**src/rtl/alu_seq_if.sv**
```systemverilog
// Request, result and Alu-side signals of the pass sequencer.
// slave: the sequencer; master: decoder plus the combinational Alu.
interface alu_seq_if;
    logic       start;
    logic [4:0] op;
    logic [7:0] a_lo;
    logic [7:0] a_hi;
    logic [7:0] b_in;
    logic       flags_we;
    logic [7:0] flags_in;
    logic       busy;
    logic       done;
    logic       wr_lo;
    logic       wr_hi;
    logic [7:0] res_lo;
    logic [7:0] res_hi;
    logic [7:0] flags;
    logic [4:0] alu_mode;
    logic [7:0] alu_a;
    logic [7:0] alu_b;
    logic [7:0] alu_flags;
    logic [7:0] alu_out;
    logic [7:0] alu_out_flags;

    modport slave (
        input  start, op, a_lo, a_hi, b_in, flags_we, flags_in, alu_out, alu_out_flags,
        output busy, done, wr_lo, wr_hi, res_lo, res_hi, flags,
               alu_mode, alu_a, alu_b, alu_flags
    );

    modport master (
        output start, op, a_lo, a_hi, b_in, flags_we, flags_in, alu_out, alu_out_flags,
        input  busy, done, wr_lo, wr_hi, res_lo, res_hi, flags,
               alu_mode, alu_a, alu_b, alu_flags
    );
endinterface

```
**src/rtl/alu_seq.sv**
```systemverilog
// ALU pass sequencer: latency 2 (single pass) or 3 (INCW/DECW, and DA when ALU_SEQ_DA_EN is defined).
// No backpressure: start is sampled only while idle and is never queued; owns the flag register.
module alu_seq (
    input  logic       clk,
    input  logic       reset_n,
    alu_seq_if.slave   bus
);
    localparam logic [4:0] ALU1_LD   = 5'h00;
    localparam logic [4:0] ALU1_INC  = 5'h01;
    localparam logic [4:0] ALU1_DEC  = 5'h02;
    localparam logic [4:0] ALU1_INCW = 5'h03;
    localparam logic [4:0] ALU1_DECW = 5'h04;
    localparam logic [4:0] ALU1_DA_H = 5'h06;
    localparam logic [4:0] ALU2_CP   = 5'h11;
    localparam logic [4:0] ALU2_TM   = 5'h12;
    localparam logic [4:0] ALU2_TCM  = 5'h13;

    typedef enum logic [1:0] {IDLE = 2'd0, P1 = 2'd1, P2 = 2'd2, FIN = 2'd3} state_t;

    state_t     state;
    logic [4:0] op_q;
    logic [7:0] a_lo_q, a_hi_q, b_q;
    logic [7:0] tmp, tflags;
    logic       busy_q, done_q, wr_lo_q, wr_hi_q;
    logic [7:0] res_lo_q, res_hi_q, flags_q;

    logic is_word, is_da2, two_pass, flags_only;

    assign is_word    = (op_q == ALU1_INCW) || (op_q == ALU1_DECW);
`ifdef ALU_SEQ_DA_EN
    localparam logic [4:0] ALU1_DA = 5'h05;
    assign is_da2     = (op_q == ALU1_DA);
`else
    assign is_da2     = 1'b0;
`endif
    assign two_pass   = is_word || is_da2;
    assign flags_only = (op_q == ALU2_CP) || (op_q == ALU2_TM) || (op_q == ALU2_TCM);

    always_comb begin
        bus.alu_mode  = ALU1_LD;
        bus.alu_a     = bus.a_lo;
        bus.alu_b     = 8'h00;
        bus.alu_flags = flags_q;
        case (state)
            P1: begin
                bus.alu_a = a_lo_q;
                if (op_q == ALU1_INCW)      bus.alu_mode = ALU1_INC;
                else if (op_q == ALU1_DECW) bus.alu_mode = ALU1_DEC;
                else begin
                    bus.alu_mode = op_q;
                    bus.alu_b    = b_q;
                end
            end
            P2: begin
                // Second pass carries the pass-1 flags so the Alu sees the low-half outcome.
                bus.alu_flags = tflags;
                if (is_word) begin
                    bus.alu_mode = op_q;
                    bus.alu_a    = a_hi_q;
                    bus.alu_b    = tmp;
                end else begin
                    bus.alu_mode = ALU1_DA_H;
                    bus.alu_a    = tmp;
                end
            end
            default: ;
        endcase
    end

    always_ff @(posedge clk or negedge reset_n) begin
        if (!reset_n) begin
            state    <= IDLE;
            op_q     <= 5'h00;
            a_lo_q   <= 8'h00;
            a_hi_q   <= 8'h00;
            b_q      <= 8'h00;
            tmp      <= 8'h00;
            tflags   <= 8'h00;
            busy_q   <= 1'b0;
            done_q   <= 1'b0;
            wr_lo_q  <= 1'b0;
            wr_hi_q  <= 1'b0;
            res_lo_q <= 8'h00;
            res_hi_q <= 8'h00;
            flags_q  <= 8'h00;
        end else begin
            done_q  <= 1'b0;
            wr_lo_q <= 1'b0;
            wr_hi_q <= 1'b0;
            case (state)
                IDLE: begin
                    if (bus.start) begin
                        op_q   <= bus.op;
                        a_lo_q <= bus.a_lo;
                        a_hi_q <= bus.a_hi;
                        b_q    <= bus.b_in;
                        busy_q <= 1'b1;
                        state  <= P1;
                    end
                end
                P1: begin
                    tmp    <= bus.alu_out;
                    tflags <= bus.alu_out_flags;
                    if (two_pass) begin
                        state <= P2;
                    end else begin
                        state    <= FIN;
                        flags_q  <= bus.alu_out_flags;
                        res_lo_q <= bus.alu_out;
                        done_q   <= 1'b1;
                        wr_lo_q  <= !flags_only;
                    end
                end
                P2: begin
                    state   <= FIN;
                    flags_q <= bus.alu_out_flags;
                    done_q  <= 1'b1;
                    wr_lo_q <= 1'b1;
                    wr_hi_q <= is_word;
                    if (is_word) begin
                        res_lo_q <= tmp;
                        res_hi_q <= bus.alu_out;
                    end else begin
                        res_lo_q <= bus.alu_out;
                    end
                end
                FIN: begin
                    state  <= IDLE;
                    busy_q <= 1'b0;
                end
                default: state <= IDLE;
            endcase
            // A CPU write to the flag register overrides any sequencer update in the same cycle.
            if (bus.flags_we) flags_q <= bus.flags_in;
        end
    end

    assign bus.busy   = busy_q;
    assign bus.done   = done_q;
    assign bus.wr_lo  = wr_lo_q;
    assign bus.wr_hi  = wr_hi_q;
    assign bus.res_lo = res_lo_q;
    assign bus.res_hi = res_hi_q;
    assign bus.flags  = flags_q;
endmodule

```
**src/flat_wrapper.sv**
```systemverilog
// flat-port wrapper written by rule: the top's interface ports become plain ports
module alu_seq_flat 
  (clk, reset_n, bus_start, bus_op, bus_a_lo, bus_a_hi, bus_b_in, bus_flags_we, bus_flags_in, bus_alu_out, bus_alu_out_flags, bus_busy, bus_done, bus_wr_lo, bus_wr_hi, bus_res_lo, bus_res_hi, bus_flags, bus_alu_mode, bus_alu_a, bus_alu_b, bus_alu_flags);
  alu_seq_if bus_i ();
  input  logic clk;
  input  logic reset_n;
  input wire logic [$bits(bus_i.start)-1:0] bus_start;
  input wire logic [$bits(bus_i.op)-1:0] bus_op;
  input wire logic [$bits(bus_i.a_lo)-1:0] bus_a_lo;
  input wire logic [$bits(bus_i.a_hi)-1:0] bus_a_hi;
  input wire logic [$bits(bus_i.b_in)-1:0] bus_b_in;
  input wire logic [$bits(bus_i.flags_we)-1:0] bus_flags_we;
  input wire logic [$bits(bus_i.flags_in)-1:0] bus_flags_in;
  input wire logic [$bits(bus_i.alu_out)-1:0] bus_alu_out;
  input wire logic [$bits(bus_i.alu_out_flags)-1:0] bus_alu_out_flags;
  output wire logic [$bits(bus_i.busy)-1:0] bus_busy;
  output wire logic [$bits(bus_i.done)-1:0] bus_done;
  output wire logic [$bits(bus_i.wr_lo)-1:0] bus_wr_lo;
  output wire logic [$bits(bus_i.wr_hi)-1:0] bus_wr_hi;
  output wire logic [$bits(bus_i.res_lo)-1:0] bus_res_lo;
  output wire logic [$bits(bus_i.res_hi)-1:0] bus_res_hi;
  output wire logic [$bits(bus_i.flags)-1:0] bus_flags;
  output wire logic [$bits(bus_i.alu_mode)-1:0] bus_alu_mode;
  output wire logic [$bits(bus_i.alu_a)-1:0] bus_alu_a;
  output wire logic [$bits(bus_i.alu_b)-1:0] bus_alu_b;
  output wire logic [$bits(bus_i.alu_flags)-1:0] bus_alu_flags;
  assign bus_i.start = bus_start;
  assign bus_i.op = bus_op;
  assign bus_i.a_lo = bus_a_lo;
  assign bus_i.a_hi = bus_a_hi;
  assign bus_i.b_in = bus_b_in;
  assign bus_i.flags_we = bus_flags_we;
  assign bus_i.flags_in = bus_flags_in;
  assign bus_i.alu_out = bus_alu_out;
  assign bus_i.alu_out_flags = bus_alu_out_flags;
  assign bus_busy = bus_i.busy;
  assign bus_done = bus_i.done;
  assign bus_wr_lo = bus_i.wr_lo;
  assign bus_wr_hi = bus_i.wr_hi;
  assign bus_res_lo = bus_i.res_lo;
  assign bus_res_hi = bus_i.res_hi;
  assign bus_flags = bus_i.flags;
  assign bus_alu_mode = bus_i.alu_mode;
  assign bus_alu_a = bus_i.alu_a;
  assign bus_alu_b = bus_i.alu_b;
  assign bus_alu_flags = bus_i.alu_flags;
  alu_seq u_core (.clk(clk), .reset_n(reset_n), .bus(bus_i));
endmodule
```
**config.mk**
```make
export PLATFORM = sky130hd
export DESIGN_NAME = alu_seq_flat
export DESIGN_NICKNAME = d
export VERILOG_FILES = /design/src/rtl/alu_seq_if.sv /design/src/rtl/alu_seq.sv /design/src/flat_wrapper.sv
export SDC_FILE = /design/constraint.sdc
export NUM_CORES = 1
export LEC_CHECK = 0
export CAP_MARGIN = 20
export CORE_ASPECT_RATIO = 1.2
export CORE_MARGIN = 3
export CORE_UTILIZATION = 30
export CTS_CLUSTER_SIZE = 28
export DETAILED_ROUTE_END_ITERATION = 6
export PLACE_DENSITY_LB_ADDON = 0.2
export SYNTH_ARGS = -nofsm -noshare
export SYNTH_HDL_FRONTEND = slang
export SYNTH_SLANG_ARGS = --single-unit
```
**constraint.sdc**
```tcl
create_clock -name clk -period 4.3 [get_ports clk]
set_input_delay 0.86 -clock clk [delete_from_list [all_inputs] [get_ports clk]]
set_output_delay 0.86 -clock clk [all_outputs]
set_load 0.02 [all_outputs]
```
# Word-level counts from Yosys, hierarchy flattened
# Cells that the tools add are included.
[op_classes]
eq_ne = 11
muxes = 27
reduce_logical = 13
[ops]
columns = ["cell", "n"]
rows = [
  ["two-way mux 8 bit", 9],
  ["one-hot mux 8 bit (2 select lines)", 4],
  ["== test 5 bit, second input constant", 3],
  ["two-way mux 5 bit", 3],
  ["one-hot mux 5 bit (2 select lines)", 1],
  ["AND reduction 2 bit", 5],
  ["one-hot mux 2 bit (4 select lines)", 1],
  ["one-hot mux 1 bit (2 select lines)", 3],
  ["== test 5 x 2 -> 1 bit, second input constant", 1],
  ["== test 5 x 3 -> 1 bit, second input constant", 1],
  ["two-way mux 1 bit", 5],
  ["== test 2 bit, second input constant", 2],
  ["!= test 2 bit, second input constant", 2],
  ["nonzero test 2 bit", 2],
  ["logical OR 1 bit", 3],
  ["!= test 3 bit, second input constant", 1],
  ["nonzero test 3 bit", 1],
  ["== test 2 x 1 -> 1 bit, second input constant", 1],
  ["logical NOT 2 bit", 1],
  ["two-way mux 2 bit", 1],
  ["logical NOT 1 bit", 1],
]
[totals]
register_bits = 75
output_inout_bits = 57

# Logic depth before layout (Yosys ltp)
# Gate-level depths: netlist (run 1).
[logic_depth]
word_depth = 6
ltp_mapped = 8
mapped_depth_nobuf = 6

# Worst setup path before layout (run 1)
# OpenSTA, ideal clock, no wires.
[synth_timing]
kind = "register -> output"
start = "reg u_core.op_q[1]"
end = "out bus_alu_b[0]"
arrival_time_ns = 1.905
path_slack_ns = 1.535
stages_incl_launch_ff = 7
cell_sequence = "dfrtp_1 buf_6 or3b_4 a21oi_4 buf_2 nand3_1 a21boi_0"
[synth_between]
elab_chain_len = 4
word_cells_on_any_way = 7
[synth_lines]
columns = ["element", "line", "source"]
rows = [
  ["start, declared", "alu_seq.sv:21", "logic [4:0] op_q;"],
  ["start signal, assigned", "alu_seq.sv:93", "op_q <= bus.op;"],
  ["== test 5 x 3 -> 1 bit or == test 5 x 2 -> 1 bit (tied branches)", "alu_seq.sv:29, alu_seq.sv:48, alu_seq.sv:47", ""],
  ["two-way mux 8 bit or logical OR 1 bit (tied branches)", "alu_seq.sv:48, alu_seq.sv:29", ""],
  ["two-way mux 8 bit, on equally long branches", "alu_seq.sv:47, alu_seq.sv:57", ""],
  ["one-hot mux 8 bit (2 select lines) (*)", "alu_seq.sv:44", "case (state)"],
  ["end, declared", "flat_wrapper.sv:25", "output wire logic [$bits(bus_i.alu_b)-1:0] bus_alu_b;"],
]
# Mark *: on every way between the ends. The rest lies on a longest branch, timed or not.

# Worst setup path after layout (run 1)
[layout_timing]
start = "reg u_core.op_q[1]"
end = "out bus_alu_b[1]"
# The elaborated chain is that of the path after synthesis.

==> reports/qor.txt, run 1 <==
Status = completed
First-pass GRT wire length = 17.0 mm
RSZ-0062 raised after global routing = no
Design area = 5400 um2
Wire length per cell = 17.6 um
Number of global-route vias before repair = 3,175
Critical Path Start Type = flop
All-layer global routing usage = 0.157
Critical path type = reg -> out
Cells on worst reg2reg path = 7
Final max-slew violation count = 0
Synthesized area = 3830 um2
Total negative slack = 0 ps
Critical path peak fanout = 18
Yosys reg bits = 75
DIE HEIGHT = 130 um
Slew headroom = 0.360
Slew at the pin closest to its max-slew limit = 959 ps
Area after DPL = 5070 um2
Starting Density = 0.312
Cell leakage power = 2.14 nW
Final Hold Vio Count = 0
Hold Worst Slack = 504 ps
Initial antenna violation count = 0
Distinct cells, synth = 40
CTS sink count = 75
Final weighted congestion in routability-driven placement = 0.793
Hold WC Path Type = reg -> reg
Row count = 44
Share of cells above drive strength 1 = 0.201
Fin cells = 618
Worst hold path depth = 1
Peak Freq = 268 MHz
Power per cell area = 884 nW/um2
Buffers added on ports = 113
Yosys warning total = 0
Final Util = 0.440
Fraction of the yosys area taken by sequential cells = 0.490
Critical Path RT = 3440 ps
Net count, final = 513
Avg Inst Size Synth = 10.9 um2
Setup violators final = 0
Total CTS buffers = 9
CTS Buffer Depth = 2
Ys flop type = dfrtp_1
CTS Hold Buffers Added = 0
Vias = 3,153
Post-DP HPWL = 7.51 mm
Post-synth ARST share = 1.00
Largest net degree at the start of global routing = 76
DR vias/cell = 5.10
CP arrival = 2870 ps
Clock latency on the worst-skew pair = 340 ps
CTS root buf = clkbuf_16
Minimum clock period = 3730 ps
EDFF count, synth = 0
Fin crit share = 0.868
Post-CTS Repair Setup Buffers = 0
Clock-pin slew on the worst setup and hold paths = 60 ps
DRC viols = 0
H-Tree Depth = 3
# IOs = 114
Antenna cell count = 0
Placeable Area = 12,300 um2
Fillers = 1,148
Max_cap viols = 0
Total power = 4.77 mW
Die area = 14,200 um2
Layout Skew = 6.47 ps
Post-Place Cells = 602
Routed Antenna Nets = 0
GR Overflow Total = 0
Final Worst Setup Slack = 569 ps
Total iterations of the first detailed-routing run = 4
Iter 0 DRT Violations = 112
Die Wd = 109 um
Drt total wl = 10.9 mm
Worst vdd ir = 0.385 mV
Mapped Cells = 350
DP Worst Slack = 909 ps
Area grow syn2layout = 40.9%
CTS tree = built
Syn nets = 411
Post-CTS resize count = 0
CP Capture Type = output port
-- sequential cells by signal, summed over array words and instances, names as in the netlist --
| register | cells |
|---|---|
| u_core.a_hi_q | 8 |
| u_core.a_lo_q | 8 |
| u_core.b_q | 8 |
| u_core.bus.busy | 1 |
| u_core.bus.done | 1 |
| u_core.bus.flags | 8 |
| u_core.bus.res_hi | 8 |
| u_core.bus.res_lo | 8 |
| u_core.bus.wr_hi | 1 |
| u_core.bus.wr_lo | 1 |
| u_core.op_q | 5 |
| u_core.state | 2 |
| u_core.tflags | 8 |
| u_core.tmp | 8 |
-- logic make-up (layout without fill, tap and decap cells) --
kind of cell / count (synthesis) / after routing / share of synthesized area
compound gates: 89 / 89 / 0.151
fa+ha+maj: 4 / 4 / 0.0131
buf+inv: 32 / 139 / 0.0388
flops: 75 / 75 / 0.490
mux: 70 / 70 / 0.203
simple gates: 80 / 80 / 0.104
-- final timing paths --
path / startpoint / slack, ps / endpoint
worst max register to register: u_core.state[1] / 1720 / u_core.bus.flags[0]
worst min-delay path: u_core.a_lo_q[6] / 500 / u_core.a_lo_q[6]
max in group asynchronous: reset_n / 3010 / u_core.tflags[3]
worst min register to register: u_core.a_lo_q[6] / 500 / u_core.a_lo_q[6]
worst max-delay path: u_core.op_q[1] / 570 / bus_alu_b[1]
min in group asynchronous: reset_n / 680 / u_core.bus.res_hi[1]
-- power breakdown --
part	leakage (nW)	switching, mW	internal, mW	total [mW]
clock network	0.155	0.297	0.524	0.821
registers	0.879	0.278	1.06	1.34
logic	1.10	1.36	1.25	2.62
-- placed cells by master (no fill, tap or decap), types with 2 or more instances in the layout --
cell and count:
clkdlybuf4s50_1 112, dfrtp_1 75, mux2_2 61, nand2_1 28, a21oi_1 27, nand3_1 17
o21ai_0 11, a21boi_0 9, nor3_1 9, o22ai_1 9, nor2b_1 9, mux2i_1 9
clkbuf_16 9, a31oi_1 8, o32ai_1 8, a211oi_1 8, nor2_1 6, buf_4 6
inv_1 4, and3_1 3, ha_1 3, or2_2 2, clkinvlp_4 2, bufinv_16 2
-- synth_stat cells (all sizes together), types with 2 or more instances --
cell type,count,share of area
dfrtp,75,0.49
mux2,61,0.18
a21oi,28,0.040
nand2,28,0.027
nand3,17,0.022
buf,14,0.021
clkbuf,13,0.013
o21ai,13,0.018
a21boi,10,0.020
mux2i,9,0.024
nor2b,9,0.015
nor3,9,0.012
o22ai,9,0.015
a211oi,8,0.016
a31oi,8,0.013
o32ai,8,0.018
nor2,6,0.0059
ha,4,0.013
inv,4,0.0039
and3,3,0.0049
nor3b,2,0.0052
or2,2,0.0033
-- final cells by class --
cell class,count,area (um2),area share
Clock inverter,6,88.8,0.0165
Clock buffer,10,239,0.0443
Tap cell,161,201,0.0373
Sequential cell,75,1880,0.348
Multi-Input combinational cell,243,1810,0.335
Inverter,5,18.8,0.00348
Timing Repair Buffer,118,1170,0.216
-- critical path, stage by stage (launching register included) --
cell             delay, ps
dfrtp_1                480
and3b_1                280
o21ai_2                690
nand3_1                170
a21boi_0               270
clkdlybuf4s50_1        650
-- per-layer routing --
layer / track usage / share of wire
met2: 0.246 / 0.48
met4: 0.0660 / 0.022
met3: 0.0430 / 0.070
met1: 0.203 / 0.43
met5: 0 / 0
Note: power is estimated with default switching activity, not from simulation.
==> run 2: changes to the inputs <==
--- a/config.mk
+++ b/config.mk
@@ -6,10 +6,10 @@
 export NUM_CORES = 1
 export LEC_CHECK = 0
 export CAP_MARGIN = 20
-export CORE_ASPECT_RATIO = 1.2
+export CORE_ASPECT_RATIO = 1.25
 export CORE_MARGIN = 3
 export CORE_UTILIZATION = 30
-export CTS_CLUSTER_SIZE = 28
+export CTS_CLUSTER_SIZE = 20
 export DETAILED_ROUTE_END_ITERATION = 6
 export PLACE_DENSITY_LB_ADDON = 0.2
 export SYNTH_ARGS = -nofsm -noshare
==> run 2 against run 1 <==
Effect of this change: sequential power barely moved; clock skew fell by 2.7 ps; count of clock-buffer cells in the layout rose by 3; largest power group unchanged; die area barely moved; setup slack improved by 62 ps; combinational power barely moved; clock power fell by 8.5%.
==> reports/qor.txt, run 2 (synthesis results as in run 1) <==
Most frequent cells in the layout = 112 x clkdlybuf4s50_1, 75 x dfrtp_1, 61 x mux2_2
All-layer global routing usage = 0.158 (+0.00154)
Sequence of cells on the critical path = and3b_1 -> o21ai_2 -> nand3_1 -> a21boi_0 -> clkdlybuf4s50_1
Number of global-route vias before repair = 3,305 (+4.1%)
Iter 0 DRT Violations = 166 (+48%)
Row count = 45 (+2.3%)
CP arrival = 2810 ps (-60 ps)
Final weighted congestion in routability-driven placement = 0.778 (-1.8%)
First-pass GRT wire length = 17.8 mm (+5.0%)
CP startpoint = u_core.op_q[2]
Worst path slowest cell = clkdlybuf4s50_1
Commonest non-fill, non-tap cell in the layout = clkdlybuf4s50_1
DIE HEIGHT = 132 um (+2.0%)
Critical path type = reg -> out
GR Overflow Total = 0 (unchanged)
Post-DP HPWL = 7.64 mm (+1.6%)
Starting Density = 0.311 (-0.00136)
Initial antenna violation count = 0 (unchanged)
Peak Freq = 273 MHz (+1.7%)
Cell leakage power = 2.14 nW (about the same)
Final max-slew violation count = 0 (unchanged)
Critical path peak fanout = 18 (unchanged)
Slew at the pin closest to its max-slew limit = 915 ps (-44.1 ps)
Power per cell area = 871 nW/um2 (-1.4%)
FF-to-FF Start = u_core.state[1]
Critical Path RT = 3440 ps (about the same)
Final Hold Vio Count = 0 (unchanged)
Largest stage delay, worst path = 650 ps (-40 ps)
Largest net degree at the start of global routing = 76 (unchanged)
Total iterations of the first detailed-routing run = 5 (+1)
DRC viols = 0 (unchanged)
CTS Buffer Depth = 2 (unchanged)
Placeable Area = 12,300 um2 (+0.44%)
Design area = 5390 um2 (-0.16%)
Wire length per cell = 17.5 um (-0.43%)
Routed Antenna Nets = 0 (unchanged)
DR vias/cell = 5.13 (+0.59%)
Top cell family by delay on the critical path = compound AO/OA/AOI/OAI gates
Status = completed
Worst vdd ir = 0.340 mV (-12%)
Share of cells above drive strength 1 = 0.195 (-0.00614)
Total CTS buffers = 9 (unchanged)
Minimum clock period = 3670 ps (-62.0 ps)
H-Tree Depth = 3 (unchanged)
Net count, final = 513 (unchanged)
Area grow syn2layout = 40.7%
Fin crit share = 0.853 (-0.0144)
Post-Place Cells = 604 (+0.33%)
Clock latency on the worst-skew pair = 330 ps (about the same)
Drt total wl = 10.9 mm (-0.11%)
Layout Skew = 3.79 ps (-2.69 ps)
CP Buf/Inv Count = 1 (unchanged)
Total negative slack = 0 ps (unchanged)
Clock-pin slew on the worst setup and hold paths = 50 ps (about the same)
Antenna cell count = 0 (unchanged)
CTS sink count = 75 (unchanged)
Area after DPL = 5070 um2 (about the same)
Post-CTS Repair Setup Buffers = 0 (unchanged)
Vias = 3,182 (+0.92%)
Setup violators final = 0 (unchanged)
Die Wd = 107 um (-1.9%)
Fin cells = 620 (+0.32%)
RSZ-0062 raised after global routing = no
CTS Hold Buffers Added = 0 (unchanged)
Critical Path Start Type = flop
CP Capture Type = output port
Slew headroom = 0.390 (+0.0294)
Hold WC Path Type = in -> async
Buffers added on ports = 113 (unchanged)
# IOs = 114 (unchanged)
CTS root buf = clkbuf_16
Die area = 14,200 um2 (about the same)
CTS tree = built
Post-CTS resize count = 0 (unchanged)
Max_cap viols = 0 (unchanged)
-- run 2: changes by cell type in the layout (fill, tap and decap cells not counted), sizes merged --
cell	previous run	this run
clkbuf	10	13
bufinv	2	1
clkinv	3	2
clkinvlp	2	0
-- run 2: layout make-up --
cell class,count,area [um2]
multi-input combinational,243,1810
timing repair buffer,118,1190
fill,1174,6940
inverter,5,18.8
clock buffer,13,260
sequential,75,1880
clock inverter,2,35.0
tap,164,205
-- run 2: layer usage --
layer,wire (um),track usage,vias to the layer above
met5,0,0,-
met4,257,0.0647,0
met3,757,0.0441,18
met2,5300,0.249,117
met1,4560,0.204,1563
li1,-,-,1484
-- run 2: per-stage QoR --
step	total power [mW]	util	setup slack [ps]	hold slack, ps
final	4.70	0.437	631	343
after global routing	5.02	0.437	458	334
after CTS	4.74	0.435	633	508
after detailed placement	3.96	0.411	1020	490
after global placement	3.91	0.411	1060	488
after floorplan	2.94	-	1530	475
-- run 2: report_power, final --
part           leakage [nW]  internal, mW  total, mW  switching [mW]
combinational          1.11          1.25       2.60            1.36
clock                 0.146         0.477      0.751           0.274
sequential            0.879          1.06       1.34           0.285
-- run 2: worst paths after layout --
path                                   endpoint  slack (ps)  cells past startpoint
setup / recovery                   bus_alu_b[5]         630                      5
hold / removal             u_core.bus.res_hi[7]         340                      1
setup reg to reg            u_core.bus.flags[0]        1740                      7
hold reg to reg                u_core.a_lo_q[7]         500                      1
max in group asynchronous   u_core.bus.flags[0]        3410                      2
min in group clk               u_core.a_lo_q[7]         500                      1
==> run 3: changes to the inputs <==
--- a/config.mk
+++ b/config.mk
@@ -11,7 +11,10 @@
 export CORE_UTILIZATION = 30
 export CTS_CLUSTER_SIZE = 20
 export DETAILED_ROUTE_END_ITERATION = 6
+export MAX_ROUTING_LAYER = met4
 export PLACE_DENSITY_LB_ADDON = 0.2
+export SKIP_LAST_GASP = 1
+export SLEW_MARGIN = 20
 export SYNTH_ARGS = -nofsm -noshare
 export SYNTH_HDL_FRONTEND = slang
 export SYNTH_SLANG_ARGS = --single-unit
==> run 3 against run 2 <==
Effect of this change: wire length shrank 0.66%; critical path type unchanged; largest power group unchanged; sequential share of layout area is the same; register-to-register slack is essentially flat; sequential power is essentially flat; via count grew 0.41%; flip-flop and latch count is the same; non-clock buffer count is the same.
==> reports/qor.txt, run 3 (synthesis results as in run 1) <==
Status = completed
Hold Worst Slack = 442 ps (+99.7 ps)
CTS sink count = 75 (unchanged)
GR Overflow Total = 0 (unchanged)
Total power = 4.69 mW (-0.23%)
Post-Place Cells = 604 (unchanged)
Sequence of cells on the critical path = and3b_1 -> o21ai_2 -> nand3_1 -> a21boi_0 -> clkdlybuf4s50_1
Final Util = 0.437 (unchanged)
Minimum clock period = 3660 ps (-5.25 ps)
Worst vdd ir = 0.339 mV (-0.37%)
CTS Buffer Depth = 2 (unchanged)
Clock latency on the worst-skew pair = 330 ps (about the same)
Critical path peak fanout = 18 (unchanged)
Area after DPL = 5070 um2 (unchanged)
Hold WC Path Type = in -> async
Critical Path Start Type = flop
RSZ-0062 raised after global routing = no
Starting Density = 0.311 (unchanged)
Drt total wl = 10.8 mm (-0.66%)
Post-CTS Repair Setup Buffers = 0 (unchanged)
Routed Antenna Nets = 0 (unchanged)
DRC viols = 0 (unchanged)
Most frequent cells in the layout = 112 x clkdlybuf4s50_1, 75 x dfrtp_1, 61 x mux2_2
Initial antenna violation count = 0 (unchanged)
Cell leakage power = 2.14 nW (unchanged)
Fin crit share = 0.852 (-0.00122)
Placeable Area = 12,300 um2 (unchanged)
CP Capture Type = output port
All-layer global routing usage = 0.163 (+0.00485)
Power per cell area = 869 nW/um2 (-0.23%)
Slew at the pin closest to its max-slew limit = 883 ps (-32.5 ps)
CTS Hold Buffers Added = 0 (unchanged)
Critical Path RT = 3440 ps (about the same)
Vias = 3,195 (+0.41%)
Switching pwr = 1.90 mW (-0.55%)
DIE HEIGHT = 132 um (unchanged)
Final Worst Setup Slack = 636 ps (+5.25 ps)
Total iterations of the first detailed-routing run = 4 (-1)
DR vias/cell = 5.15 (+0.41%)
Design area = 5390 um2 (unchanged)
Commonest non-fill, non-tap cell in the layout = clkdlybuf4s50_1
Internal power = 2.78 mW (about the same)
Setup violators final = 0 (unchanged)
Wire length per cell = 17.4 um (-0.66%)
CTS tree = built
Final Hold Vio Count = 0 (unchanged)
Max_cap viols = 0 (unchanged)
Post-CTS resize count = 0 (unchanged)
H-Tree Depth = 3 (unchanged)
Final max-slew violation count = 0 (unchanged)
Net Sw Frac = 0.407 (-0.00130)
Fin cells = 620 (unchanged)
# IOs = 114 (unchanged)
Total negative slack = 0 ps (unchanged)
First-pass GRT wire length = 17.8 mm (-0.23%)
Clock network power share = 0.160 (about the same)
Net count, final = 513 (unchanged)
Peak Freq = 273 MHz (+0.14%)
Largest stage delay, worst path = 650 ps (about the same)
Area grow syn2layout = 40.7% (unchanged)
Die area = 14,200 um2 (unchanged)
Slew headroom = 0.410 (+0.0200)
Row count = 45 (unchanged)
Share of cells above drive strength 1 = 0.195 (unchanged)
Clock-pin slew on the worst setup and hold paths = 60 ps (about the same)
Iter 0 DRT Violations = 175 (+5.4%)
CP arrival = 2800 ps (about the same)
Worst path slowest cell = clkdlybuf4s50_1
Seq pwr share = 0.287 (about the same)
Largest net degree at the start of global routing = 76 (unchanged)
CTS root buf = clkbuf_16
Antenna cell count = 0 (unchanged)
Number of global-route vias before repair = 3,308 (+0.091%)
Total CTS buffers = 9 (unchanged)
Post-DP HPWL = 7.64 mm (unchanged)
Gate power share = 0.553 (about the same)
Layout Skew = 4.50 ps (+0.718 ps)
Critical path type = reg -> out
Final weighted congestion in routability-driven placement = 0.789 (+1.4%)
Buffers added on ports = 113 (unchanged)
Die Wd = 107 um (unchanged)
DP Worst Slack = 1020 ps (unchanged)
run 3: cell counts in the layout (fill, tap and decap cells not counted):
Identical to the previous run, type by type.
run 3: final cells by class:
cell class | instances | area (um2)
clock inverters | 2 | 35.0
repair buffers | 118 | 1190
clock buffers | 13 | 260
flip-flops and latches | 75 | 1880
inverters | 5 | 18.8
well taps | 164 | 205
fillers | 1176 | 6940
multi-input cells | 243 | 1810
run 3: critical path: cells and delay by family, from the launching register on:
kind | cells | cell delay, ps
and+or+nand+nor | 2 | 450
buffers and inverters | 1 | 650
DFF | 1 | 470
AOI/OAI and AO/OA | 2 | 900
run 3: worst paths after layout:
kind,cells after the start,end,slack (ps),from
setup / recovery,5,bus_alu_b[4],640,u_core.op_q[1]
hold / removal,1,u_core.bus.res_lo[0],440,reset_n
setup reg to reg,7,u_core.bus.flags[2],1750,u_core.state[1]
hold reg to reg,1,u_core.a_lo_q[7],500,u_core.a_lo_q[7]
max in group asynchronous,2,u_core.bus.flags[0],3270,reset_n
min in group clk,1,u_core.a_lo_q[7],500,u_core.a_lo_q[7]
run 3: per-layer routing:
metal | global-route usage | share of wire | vias up
li1 | - | - | 1482
met1 | 0.206 | 0.42 | 1568
met2 | 0.251 | 0.49 | 127
met3 | 0.0402 | 0.063 | 18
met4 | 0.0647 | 0.022 | 0
met5 | - | 0 | -
run 3: power by group through the flow:
stage | clock, mW | combinational, mW | sequential (mW)
2_1_floorplan | 0 | 1.57 | 1.38
3_3_place_gp | 0 | 2.58 | 1.33
3_5_place_dp | 0 | 2.61 | 1.35
4_1_cts | 0.777 | 2.62 | 1.34
5_1_grt | 0.808 | 2.82 | 1.39
6_report | 0.749 | 2.59 | 1.34
